===== src/rtl/forward_ctrl_unit.sv =====
// EX-stage operand forwarding selects and load-use stall detection for a
// 5-stage pipeline, tracking its own ID/EX, EX/MEM and MEM/WB destination records.
module forward_ctrl_unit #(
  parameter int REG_AW = 5,
  parameter int CNT_W  = 16
) (
  input  logic              clk_i,
  input  logic              rst_i,
  input  logic              id_valid_i,
  input  logic [REG_AW-1:0] id_rs1_i,
  input  logic [REG_AW-1:0] id_rs2_i,
  input  logic              id_use_rs1_i,
  input  logic              id_use_rs2_i,
  input  logic [REG_AW-1:0] id_rd_i,
  input  logic              id_regwrite_i,
  input  logic              id_memread_i,
  input  logic              flush_i,
  output logic [1:0]        forward_a_o,
  output logic [1:0]        forward_b_o,
  output logic              stall_o,
  output logic [CNT_W-1:0]  stall_cnt_o
);

  localparam logic [1:0]        SEL_RF   = 2'b00;
  localparam logic [1:0]        SEL_WB   = 2'b01;
  localparam logic [1:0]        SEL_MEM  = 2'b10;
  localparam logic [REG_AW-1:0] REG_ZERO = {REG_AW{1'b0}};
  localparam logic [CNT_W-1:0]  CNT_MAX  = {CNT_W{1'b1}};

  logic              ex_valid_r, ex_use1_r, ex_use2_r, ex_regwrite_r, ex_memread_r;
  logic [REG_AW-1:0] ex_rs1_r, ex_rs2_r, ex_rd_r;
  logic              mem_valid_r, mem_regwrite_r;
  logic [REG_AW-1:0] mem_rd_r;
  logic              wb_valid_r, wb_regwrite_r;
  logic [REG_AW-1:0] wb_rd_r;
  logic [CNT_W-1:0]  stall_cnt_r;
  logic              stall_s;
  logic              ex_load_s;

  // The younger EX/MEM producer is checked first so it wins over MEM/WB.
  function automatic logic [1:0] fwd_sel(
    input logic              ex_valid,
    input logic              ex_use,
    input logic [REG_AW-1:0] ex_rs,
    input logic              mem_valid,
    input logic              mem_regwrite,
    input logic [REG_AW-1:0] mem_rd,
    input logic              wb_valid,
    input logic              wb_regwrite,
    input logic [REG_AW-1:0] wb_rd
  );
    logic [1:0] sel;
    sel = SEL_RF;
    if (ex_valid && ex_use && mem_valid && mem_regwrite &&
        (mem_rd != REG_ZERO) && (mem_rd == ex_rs)) begin
      sel = SEL_MEM;
    end else if (ex_valid && ex_use && wb_valid && wb_regwrite &&
                 (wb_rd != REG_ZERO) && (wb_rd == ex_rs)) begin
      sel = SEL_WB;
    end else begin
      sel = SEL_RF;
    end
    return sel;
  endfunction

  // Load-use hazard: a load in EX feeding the instruction in ID; flush overrides.
  always_comb begin
    stall_s = 1'b0;
    if (!flush_i && id_valid_i && ex_valid_r && ex_memread_r &&
        ex_regwrite_r && (ex_rd_r != REG_ZERO)) begin
      stall_s = (id_use_rs1_i && (id_rs1_i == ex_rd_r)) ||
                (id_use_rs2_i && (id_rs2_i == ex_rd_r));
    end else begin
      stall_s = 1'b0;
    end
  end

  assign ex_load_s   = id_valid_i && !flush_i && !stall_s;
  assign forward_a_o = fwd_sel(ex_valid_r, ex_use1_r, ex_rs1_r, mem_valid_r, mem_regwrite_r,
                               mem_rd_r, wb_valid_r, wb_regwrite_r, wb_rd_r);
  assign forward_b_o = fwd_sel(ex_valid_r, ex_use2_r, ex_rs2_r, mem_valid_r, mem_regwrite_r,
                               mem_rd_r, wb_valid_r, wb_regwrite_r, wb_rd_r);
  assign stall_o     = stall_s;
  assign stall_cnt_o = stall_cnt_r;

  // Shadow pipeline records; a bubble enters EX on flush, stall or empty ID.
  always_ff @(posedge clk_i) begin
    if (!rst_i) begin
      ex_valid_r     <= 1'b0;
      ex_use1_r      <= 1'b0;
      ex_use2_r      <= 1'b0;
      ex_regwrite_r  <= 1'b0;
      ex_memread_r   <= 1'b0;
      ex_rs1_r       <= REG_ZERO;
      ex_rs2_r       <= REG_ZERO;
      ex_rd_r        <= REG_ZERO;
      mem_valid_r    <= 1'b0;
      mem_regwrite_r <= 1'b0;
      mem_rd_r       <= REG_ZERO;
      wb_valid_r     <= 1'b0;
      wb_regwrite_r  <= 1'b0;
      wb_rd_r        <= REG_ZERO;
    end else begin
      wb_valid_r     <= mem_valid_r;
      wb_regwrite_r  <= mem_regwrite_r;
      wb_rd_r        <= mem_rd_r;
      mem_valid_r    <= ex_valid_r;
      mem_regwrite_r <= ex_regwrite_r;
      mem_rd_r       <= ex_rd_r;
      if (ex_load_s) begin
        ex_valid_r    <= 1'b1;
        ex_use1_r     <= id_use_rs1_i;
        ex_use2_r     <= id_use_rs2_i;
        ex_regwrite_r <= id_regwrite_i;
        ex_memread_r  <= id_memread_i;
        ex_rs1_r      <= id_rs1_i;
        ex_rs2_r      <= id_rs2_i;
        ex_rd_r       <= id_rd_i;
      end else begin
        ex_valid_r    <= 1'b0;
      end
    end
  end

  // Saturating stall counter for performance monitoring.
  always_ff @(posedge clk_i) begin
    if (!rst_i) begin
      stall_cnt_r <= {CNT_W{1'b0}};
    end else if (stall_s && (stall_cnt_r != CNT_MAX)) begin
      stall_cnt_r <= stall_cnt_r + CNT_W'(1);
    end else begin
      stall_cnt_r <= stall_cnt_r;
    end
  end

endmodule


===== config.mk =====
export PLATFORM = sky130hd
export DESIGN_NAME = forward_ctrl_unit
export DESIGN_NICKNAME = d
export VERILOG_FILES = /design/src/rtl/forward_ctrl_unit.sv
export SDC_FILE = /design/constraint.sdc
export NUM_CORES = 1
export LEC_CHECK = 0
export CORE_AREA = 3 3 89 91
export DETAILED_ROUTE_END_ITERATION = 8
export DIE_AREA = 0 0 92 94
export PLACE_DENSITY = 0.56
export REMOVE_ABC_BUFFERS = 1
export SLEW_MARGIN = 20
export SYNTH_ARGS = -nofsm -noshare
export SYNTH_HDL_FRONTEND = slang
export SYNTH_SLANG_ARGS = --single-unit

===== constraint.sdc =====
create_clock -name clk_i -period 6.15 [get_ports clk_i]
set_clock_uncertainty 0.2 [all_clocks]
set_input_delay 1.23 -clock clk_i [delete_from_list [all_inputs] [get_ports clk_i]]
set_output_delay 1.23 -clock clk_i [all_outputs]
set_load 0.05 [all_outputs]

* Word level (Yosys, flattened, before mapping)
Cells that the tools add are included.
** Storage, ports and cells
- Output and inout bits :: 21
- Flip-flop bits (word level) :: 50
** Operators by class
- Reductions and logical operators :: 33
- Add/subtract/negate cells :: 1
- Equal/unequal tests :: 7
- Muxes and demuxes :: 6
** Operator list (number)
- $eq 5x5->1 :: 6
- $logic_and 1x1->1 :: 27
- $add 16x1->16 const B :: 1
- $ne 16x16->1 const B :: 1
- $reduce_bool 5->1 :: 3
- $mux 1 :: 4
- $mux 2 :: 2
- $logic_not 1->1 :: 2
- $logic_or 1x1->1 :: 1

* Logic depth before layout (Yosys ltp)
Gate-level depths: netlist of the first run.
- Word-level depth :: 10
- Mapped depth :: 7
- Mapped depth without buffers :: 6

* Worst setup path before layout of the first run
No wires, ideal clock.
- Path type :: input port to output port
- From :: in id_rs2_i[2]
- To :: out stall_o
- Data required time :: 4.720 ns
- Slack :: 1.916 ns
- Stages on the path :: 6
- Arrival :: 2.804 ns
- Cells stage by stage :: xor2_1 nor4_1 a32oi_1 clkbuf_1 buf_2 nor2_1
** Between the ends
- Cells in the longest elaborated chain, start to end :: 4
** RTL lines
- from (decl) :: RTL line 11 : input logic [REG_AW-1:0] id_rs2_i,
- $eq 5x5->1 :: RTL line 72 : (id_use_rs2_i && (id_rs2_i == ex_rd_r));
- $logic_and 1x1->1 :: RTL line 72
- $logic_or 1x1->1 :: RTL line 71 : stall_s = (id_use_rs1_i && (id_rs1_i == ex_rd_r)) ||
- $mux 1 :: RTL line 69 : if (!flush_i && id_valid_i && ex_valid_r && ex_memread_r &&
- to (decl) :: RTL line 20 : output logic stall_o,
No other way between the ends.

* Worst setup path after layout of the first run
- From :: in id_rs2_i[1]
- To :: out stall_o
Same word-level chain as after synthesis.

==> results.txt, run 1 <==
Die Span Y: 94 um
fmax: 199 MHz
setup_tns: 0 ps
vias: 2431
RD Place Congestion: 0.843
post-layout minimum cycle time: 5020 ps
Fin. Hold Viols: 0
syn avg cell area: 8.39 um^2
Sequential cell area: 1000 um^2
gr ovfl total: 0
Port Buffers: 43
Synth area leaders: dfxtp_1 38%, nand2_1 5.7%, xor2_1 5.4%
# resized after CTS: 0
share of cells above drive strength 1: 4.97%
Fin Hold WS: 262 ps
GRT Overall Usage: 16.2%
clock sink count: 50
Worst-Skew Late Latency: 300 ps
RSZ-0062 raised after global routing: no
Ports: 44
worst min path class: reg -> reg
GR Util met3: 3.04%
static leakage: 0.00111 uW
Final Util: 44.5%
clock buffer depth: 2
nets: 367
Clock transition at path regs: 80 ps
relative slew slack: 60.1%
final worst setup slack: 1130 ps
Crit Path Max Fanout: 3
Max-Cap Viols: 0
Multi-input gate area: 1510 um^2
CTS H-tree depth: 2
Worst Setup End Kind: primary output
final setup vio count: 0
Worst EP required: 4720 ps
Post-Place Cells: 435
critical path class: in -> out
Synth top area share: 38.2%
final worst path period share: 81.6%
largest net degree at the start of global routing: 57
Seq cells post-synth: 50
die area: 8650 um^2
Power Dens Cells: 194 nW/um^2
Slew @ Worst Pin: 598 ps
row count: 31
Vias/cell: 5.51
Syn Inst Count: 312
met2 Use GR: 28.0%
Core Area: 7210 um^2
Routed WL per cell: 15.4 um
vias in the first global route: 2304
CTS Hold Bufs: 0
cell taking the most area after synthesis: dfxtp_1
sequential cell area fraction in the yosys report: 38.2%
initial antenna violation count: 0
yosys warns: 0
initial cell density of the core: 36.3%
Cell Count, Final, Fillers Out: 441
fill cell count: 751
status: completed
Total Wirelength: 6780 um
die width: 92 um
router iterations before antenna repair: 4
TritonCTS clock tree: yes
drt drc: 0
HPWL after DPL: 4830 um
post-synthesis cell type count: 36
Max IR drop VDD: 91.2 uV
Post-CTS Setup Repair Bufs: 0
Final ANT Viol Nets: 0
pre-CTS setup slack: 1110 ps
first-pass GRT wire length: 11300 um
DR iter-0 viols: 134
CP Launch Type: input port
antenna cell count: 0
met1 Track Usage GR: 20.4%
Worst Path Arrival: 3590 ps
Num CTS Buffers: 5
Final Max Slew Viols: 0
CTS root buf: clkbuf_8
Most Crowded Layer GR: met2
post-synthesis instance area: 2620 um^2
area grow syn2layout: 22.5%
synth_stat cells (all sizes together):
library cell / count
mux2i: 9
o21a: 2
or3: 4
xnor2: 14
a211o: 1
o311ai: 13
nor4: 10
or4: 9
o21ai: 6
buf: 5
a211oi: 1
ha: 1
nand3: 8
o211ai: 1
nand2b: 2
nand2: 40
nor2: 19
o2111ai: 2
and3: 1
o31ai: 7
nor3: 5
nor2b: 1
nand4: 22
and2: 9
xor2: 16
dfxtp: 50
clkbuf: 18
inv: 10
a21oi: 10
a41oi: 12
a32oi: 2
o31a: 2
metrics by stage:
step           power, uW  area [um^2]
2_1_floorplan        396         2520
3_3_place_gp         436         3120
3_5_place_dp         437         3120
4_1_cts              628         3210
5_1_grt              651         3210
6_report             622         3210
path summary, 6_finish.rpt:
path / from / end / slack (ps) / cells after the start
max reg2reg: ex_rd_r[2] / ex_rd_r[1] / 3540 / 6
min reg2reg: mem_valid_r / wb_valid_r / 260 / 1
min: mem_valid_r / wb_valid_r / 260 / 1
max: id_rs2_i[1] / stall_o / 1130 / 6
worst max-delay path: stages:
cell,delay (ps)
clkdlybuf4s50_1,470
xor2_1,170
nor4_1,500
a32oi_4,200
nor2_1,200
clkdlybuf4s50_1,840
cell type report:
class / count / area share [%]
sequential: 50 / 31.2
timing repair buffer: 47 / 14.2
clock buffer: 6 / 2.58
inverter: 10 / 1.17
tap: 99 / 3.86
multi-input combinational: 229 / 47.0
cell usage in the layout, fill, tap and decap left out, types with 2 or more instances in the layout:
cell and instances:
a21oi_1 10, a41oi_1 12, and2_1 9, buf_4 4, clkbuf_8 6, clkdlybuf4s50_1 42, dfxtp_1 50, inv_1 10
mux2i_1 9, nand2_1 40, nand2b_1 2, nand3_1 8, nand4_1 22, nor2_1 19, nor3_1 5, nor4_1 10
o2111ai_1 2, o21a_1 2, o21ai_0 4, o21ai_2 2, o311ai_0 13, o31a_1 2, o31ai_1 7, or3_1 4
or4_1 8, xnor2_1 14, xor2_1 16
routing by layer:
layer	part of all wire, %	wire length [um]
met2	48	3270
met3	4.1	275
met4	1.4	98
met1	46	3140
met5	0	0
power by group:
| group | internal, uW | total, uW | switching [uW] |
|---|---|---|---|
| sequential | 335 | 349 | 13.9 |
| clock | 87.1 | 193 | 106 |
| combinational | 38.4 | 79.5 | 41.1 |
cells by family after synthesis:
logic type	Yosys count	share of synthesized area (%)
xor+xnor	30	10.0
compound gates	59	17.4
fa+ha+maj	1	0.478
mux	9	3.44
buf+inv	33	5.02
simple gates	130	25.4
flops	50	38.2
sequential cells by signal, summed over array words and instances, names as in the netlist:
name	count
ex_rd_r	5
stall_cnt_o	16
ex_valid_r	1
mem_regwrite_r	1
mem_valid_r	1
mem_rd_r	5
ex_rs2_r	5
ex_use2_r	1
wb_rd_r	5
ex_memread_r	1
wb_regwrite_r	1
ex_regwrite_r	1
ex_use1_r	1
wb_valid_r	1
ex_rs1_r	5
No activity file was read; power rests on OpenSTA's default activity.
==> inputs of run 2 (changes only) <==
--- a/config.mk
+++ b/config.mk
@@ -8,7 +8,7 @@
 export CORE_AREA = 3 3 89 91
 export DETAILED_ROUTE_END_ITERATION = 8
 export DIE_AREA = 0 0 92 94
-export PLACE_DENSITY = 0.56
+export PLACE_DENSITY = 0.58
 export REMOVE_ABC_BUFFERS = 1
 export SLEW_MARGIN = 20
 export SYNTH_ARGS = -nofsm -noshare
==> constraint.sdc (replaced) <==
create_clock -name clk_i -period 4.4 [get_ports clk_i]
set_clock_uncertainty 0.2 [all_clocks]
set_input_delay 0.88 -clock clk_i [delete_from_list [all_inputs] [get_ports clk_i]]
set_output_delay 0.88 -clock clk_i [all_outputs]
set_load 0.05 [all_outputs]
==> run 2 against run 1 <==
Global-route usage down 0.65 points. Combinational power grew 40%. Critical path type is now reg -> out. Clock power grew 67%. Largest power group unchanged. Utilization grew 0.50 points. Highest routed layer unchanged.
==> results.txt, run 2 (synthesis results as in run 1) <==
area grow syn2layout: 23.9%
max FFs per register: 16 (unchanged)
gr ovfl total: 0 (unchanged)
Worst-Skew Late Latency: 300 ps (about the same)
critical path class: reg -> out
CTS root buf: clkbuf_8
Num CTS Buffers: 5 (unchanged)
worst min path class: reg -> reg
row count: 31 (unchanged)
Port Buffers: 43 (unchanged)
Fin. Hold Viols: 0 (unchanged)
CP Launch Type: flop
HPWL after DPL: 4750 um (-1.7%)
Crit path max-delay family: simple AND/OR/NAND/NOR gates
initial cell density of the core: 36.3% (unchanged)
TritonCTS clock tree: yes
Multi-input gate area: 1510 um^2 (unchanged)
DR iter-0 viols: 113 (-16%)
Ports: 44 (unchanged)
CP bufs+invs: 1 (-1)
share of cells above drive strength 1: 5.81% (+0.84 points)
dpl cell area: 3130 um^2 (+0.32%)
Routed WL per cell: 15.1 um (-1.7%)
largest net degree at the start of global routing: 57 (unchanged)
CTS H-tree depth: 2 (unchanged)
crit-path cells: or4_1, o2111ai_1, nor3_1, nor3_1, clkdlybuf4s50_1
RD Place Congestion: 0.822 (-2.5%)
Final Util: 45.0% (+0.50 points)
Worst EP required: 3320 ps (-1400 ps)
Max IR drop VDD: 105 uV (+15%)
relative slew slack: 61.4% (+1.3 points)
drt drc: 0 (unchanged)
vias: 2441 (+0.41%)
Total Wirelength: 6690 um (-1.3%)
die area: 8650 um^2 (unchanged)
Final Max Slew Viols: 0 (unchanged)
Crit Path Max Fanout: 4 (+1)
final worst path period share: 85.0%
Final Instance Area: 3240 um^2 (+1.1%)
Worst Setup End Kind: primary output
commonest non-fill, non-tap cell in the layout: dfxtp_1
cell mode on critical path: nor3_1
Final ANT Viol Nets: 0 (unchanged)
Tot Pwr: 922 uW (+48%)
final setup vio count: 0 (unchanged)
CTS Hold Bufs: 0 (unchanged)
nets: 367 (unchanged)
fill cell count: 740 (-1.5%)
clock sink count: 50 (unchanged)
Fin Hold WS: 270 ps (+8.79 ps)
post-layout minimum cycle time: 3740 ps
vias in the first global route: 2227 (-3.3%)
antenna cell count: 0 (unchanged)
RSZ-0062 raised after global routing: no
die width: 92 um (unchanged)
# resized after CTS: 0 (unchanged)
CP peak stage delay: 840 ps (about the same)
Clock transition at path regs: 100 ps (+20 ps)
Worst Path Arrival: 2660 ps (-930 ps)
commonest cells after routing, fill and taps aside: 50 x dfxtp_1, 41 x clkdlybuf4s50_1, 40 x nand2_1
clock buffer depth: 2 (unchanged)
Vias/cell: 5.51 (about the same)
Slew @ Worst Pin: 578 ps (-19.7 ps)
fmax: 267 MHz
first-pass GRT wire length: 10800 um (-5.2%)
Sequential cell area: 1000 um^2 (unchanged)
Slowest-stage cell, CP: clkdlybuf4s50_1
status: completed
Die Span Y: 94 um (unchanged)
initial antenna violation count: 0 (unchanged)
Max-Cap Viols: 0 (unchanged)
router iterations before antenna repair: 5 (+1)
static leakage: 0.00113 uW (+1.8%)
Post-CTS Setup Repair Bufs: 0 (unchanged)
GRT Overall Usage: 15.5% (-0.65 points)
Power Dens Cells: 284 nW/um^2 (+47%)
Core Area: 7210 um^2 (unchanged)
[run 2: layout make-up]
type	instances	share of cell area, %
flip-flops and latches	50	30.9
clock buffers	5	2.12
clock inverters	3	1.23
repair buffers	47	14.4
well taps	99	3.82
inverters	10	1.16
multi-input cells	229	46.5
[run 2: path summary, 6_finish.rpt]
path,start,to,slack (ps),depth (start not counted)
hold / removal,mem_valid_r,wb_valid_r,270,1
setup / recovery,mem_rd_r[1],forward_b_o[0],660,5
hold reg to reg,mem_valid_r,wb_valid_r,270,1
setup reg to reg,ex_rd_r[2],ex_rd_r[2],1850,6
[run 2: metrics by stage]
step / setup TNS [ps] / setup WS [ps] / cells
after floorplan: -593 / -593 / 289
after global placement: 0 / 676 / 435
after detailed placement: 0 / 690 / 435
after CTS: 0 / 612 / 443
after global routing: 0 / 486 / 443
final: 0 / 658 / 443
[run 2: power by group]
group          internal (uW)  switching (uW)
Clock                    168             155
Sequential               469            19.1
Combinational           53.6            57.8
Total                    690             232
[run 2: routing by layer]
layer / track usage [%] / share of wire [%] / wire length, um / up-vias
met2: 27.3 / 49 / 3260 / 49
met4: 4.08 / 0.91 / 61 / 0
met3: 3.45 / 3.7 / 248 / 8
met5: 0 / 0 / 0 / -
met1: 19.2 / 47 / 3130 / 1157
li1: - / - / - / 1227
==> inputs of run 3 (changes only) <==
--- a/config.mk
+++ b/config.mk
@@ -5,9 +5,9 @@
 export SDC_FILE = /design/constraint.sdc
 export NUM_CORES = 1
 export LEC_CHECK = 0
-export CORE_AREA = 3 3 89 91
+export CORE_AREA = 2 2 88 90
 export DETAILED_ROUTE_END_ITERATION = 8
-export DIE_AREA = 0 0 92 94
+export DIE_AREA = 0 0 90 92
 export PLACE_DENSITY = 0.58
 export REMOVE_ABC_BUFFERS = 1
 export SLEW_MARGIN = 20
==> run 3 against run 2 <==
First-iteration DRC count is 13% higher. Critical endpoint unchanged. Utilization is 1.3 points lower. Register-to-register slack improved by 30 ps. Setup slack improved by 40 ps.
==> results.txt, run 3 (synthesis results as in run 1) <==
# resized after CTS: 0 (unchanged)
Clock transition at path regs: 90 ps (about the same)
Post-Place Cells: 439 (+0.92%)
commonest non-fill, non-tap cell in the layout: dfxtp_1
largest net degree at the start of global routing: 57 (unchanged)
setup_tns: 0 ps (unchanged)
worst min path class: reg -> reg
Max-Cap Viols: 0 (unchanged)
Max IR drop VDD: 115 uV (+9.9%)
clock buffer depth: 2 (unchanged)
relative slew slack: 50.8% (-11 points)
first-pass GRT wire length: 11000 um (+2.0%)
Post-CTS Setup Repair Bufs: 0 (unchanged)
Power Dens Cells: 283 nW/um^2 (-0.36%)
Port Buffers: 43 (unchanged)
DR iter-0 viols: 128 (+13%)
Die Span Y: 92 um (-2.1%)
Vias/cell: 5.48 (-0.61%)
CP Launch Type: flop
post-layout minimum cycle time: 3700 ps (-39.7 ps)
row count: 32 (+3.2%)
Worst EP required: 3320 ps (about the same)
share of cells above drive strength 1: 5.51% (-0.31 points)
Ports: 44 (unchanged)
Core Area: 7450 um^2 (+3.2%)
Routed WL per cell: 14.9 um (-1.1%)
RD Place Congestion: 0.819 (-0.46%)
fmax: 270 MHz (+1.1%)
Final Util: 43.7% (-1.3 points)
Final Max Slew Viols: 0 (unchanged)
Worst Setup End Kind: primary output
commonest cells after routing, fill and taps aside: 50 x dfxtp_1, 41 x clkdlybuf4s50_1, 40 x nand2_1
gr ovfl total: 0 (unchanged)
Slew @ Worst Pin: 738 ps (+159 ps)
final worst path period share: 84.1% (-0.90 points)
CTS root buf: clkbuf_8
area grow syn2layout: 24.2%
max FFs per register: 16 (unchanged)
clock sink count: 50 (unchanged)
static leakage: 0.00113 uW (about the same)
status: completed
antenna cell count: 0 (unchanged)
die area: 8280 um^2 (-4.3%)
drt drc: 0 (unchanged)
TritonCTS clock tree: yes
final setup vio count: 0 (unchanged)
vias: 2448 (+0.29%)
Fin. Hold Viols: 0 (unchanged)
Crit Path Max Fanout: 4 (unchanged)
initial cell density of the core: 35.1% (-1.1 points)
router iterations before antenna repair: 4 (-1)
critical path class: reg -> out
Final ANT Viol Nets: 0 (unchanged)
GRT Overall Usage: 16.2% (+0.68 points)
nets: 368 (+0.27%)
final worst setup slack: 698 ps (+39.7 ps)
vias in the first global route: 2339 (+5.0%)
die width: 90 um (-2.2%)
Worst Path Arrival: 2620 ps (-40 ps)
pre-CTS setup slack: 795 ps (+105 ps)
HPWL after DPL: 4710 um (-0.67%)
RSZ-0062 raised after global routing: no
Cell Count, Final, Fillers Out: 447 (+0.90%)
Total Wirelength: 6680 um (-0.19%)
initial antenna violation count: 0 (unchanged)
Num CTS Buffers: 5 (unchanged)
fill cell count: 765 (+3.4%)
CTS H-tree depth: 2 (unchanged)
CTS Hold Bufs: 0 (unchanged)
Worst-Skew Late Latency: 310 ps (about the same)
[run 3: cell count changes in the layout (fill, tap and decap cells not counted), sizes merged]
cell	change
clkinv	-2
buf	+1
clkbuf	+2
[run 3: per-stage QoR]
stage	hold slack, ps	power, uW	area (um^2)
floorplan	229	554	2520
global placement	243	611	3150
detailed placement	243	612	3150
CTS	263	930	3250
global route	274	964	3250
finish	263	922	3250
[run 3: per-layer routing]
layer | up-vias | wire (um) | GRT usage (%)
met1 | 1164 | 3100 | 19.9
li1 | 1218 | - | -
met2 | 57 | 3220 | 28.4
met3 | 9 | 251 | 3.37
met4 | 0 | 110 | 5.13
met5 | - | 0 | 0
[run 3: where the power goes]
part	internal [uW]	switching [uW]
combinational	54.3	58.7
clock	170	150
sequential	469	19.1
[run 3: worst max-delay path, stage by stage (launching register included)]
cell and delay, ps:
dfxtp_1 360, or4_1 540, o2111ai_1 280, nor3_1 120, nor3_1 190, clkdlybuf4s50_1 820
[run 3: final timing paths]
kind	from	to	slack, ps	cells after the start
hold / removal	mem_valid_r	wb_valid_r	260	1
setup reg to reg	ex_rd_r[2]	ex_rd_r[2]	1880	6
hold reg to reg	mem_valid_r	wb_valid_r	260	1
setup / recovery	mem_rd_r[1]	forward_b_o[0]	700	5
[run 3: cell type report]
| cell class | count | area [um^2] | area share (%) |
|---|---|---|---|
| repair buffers | 48 | 473 | 14.5 |
| well taps | 102 | 128 | 3.92 |
| inverters | 10 | 37.5 | 1.15 |
| clock buffers | 7 | 76.3 | 2.35 |
| flip-flops and latches | 50 | 1000 | 30.8 |
| multi-input cells | 229 | 1510 | 46.3 |
| clock inverters | 1 | 30.0 | 0.923 |
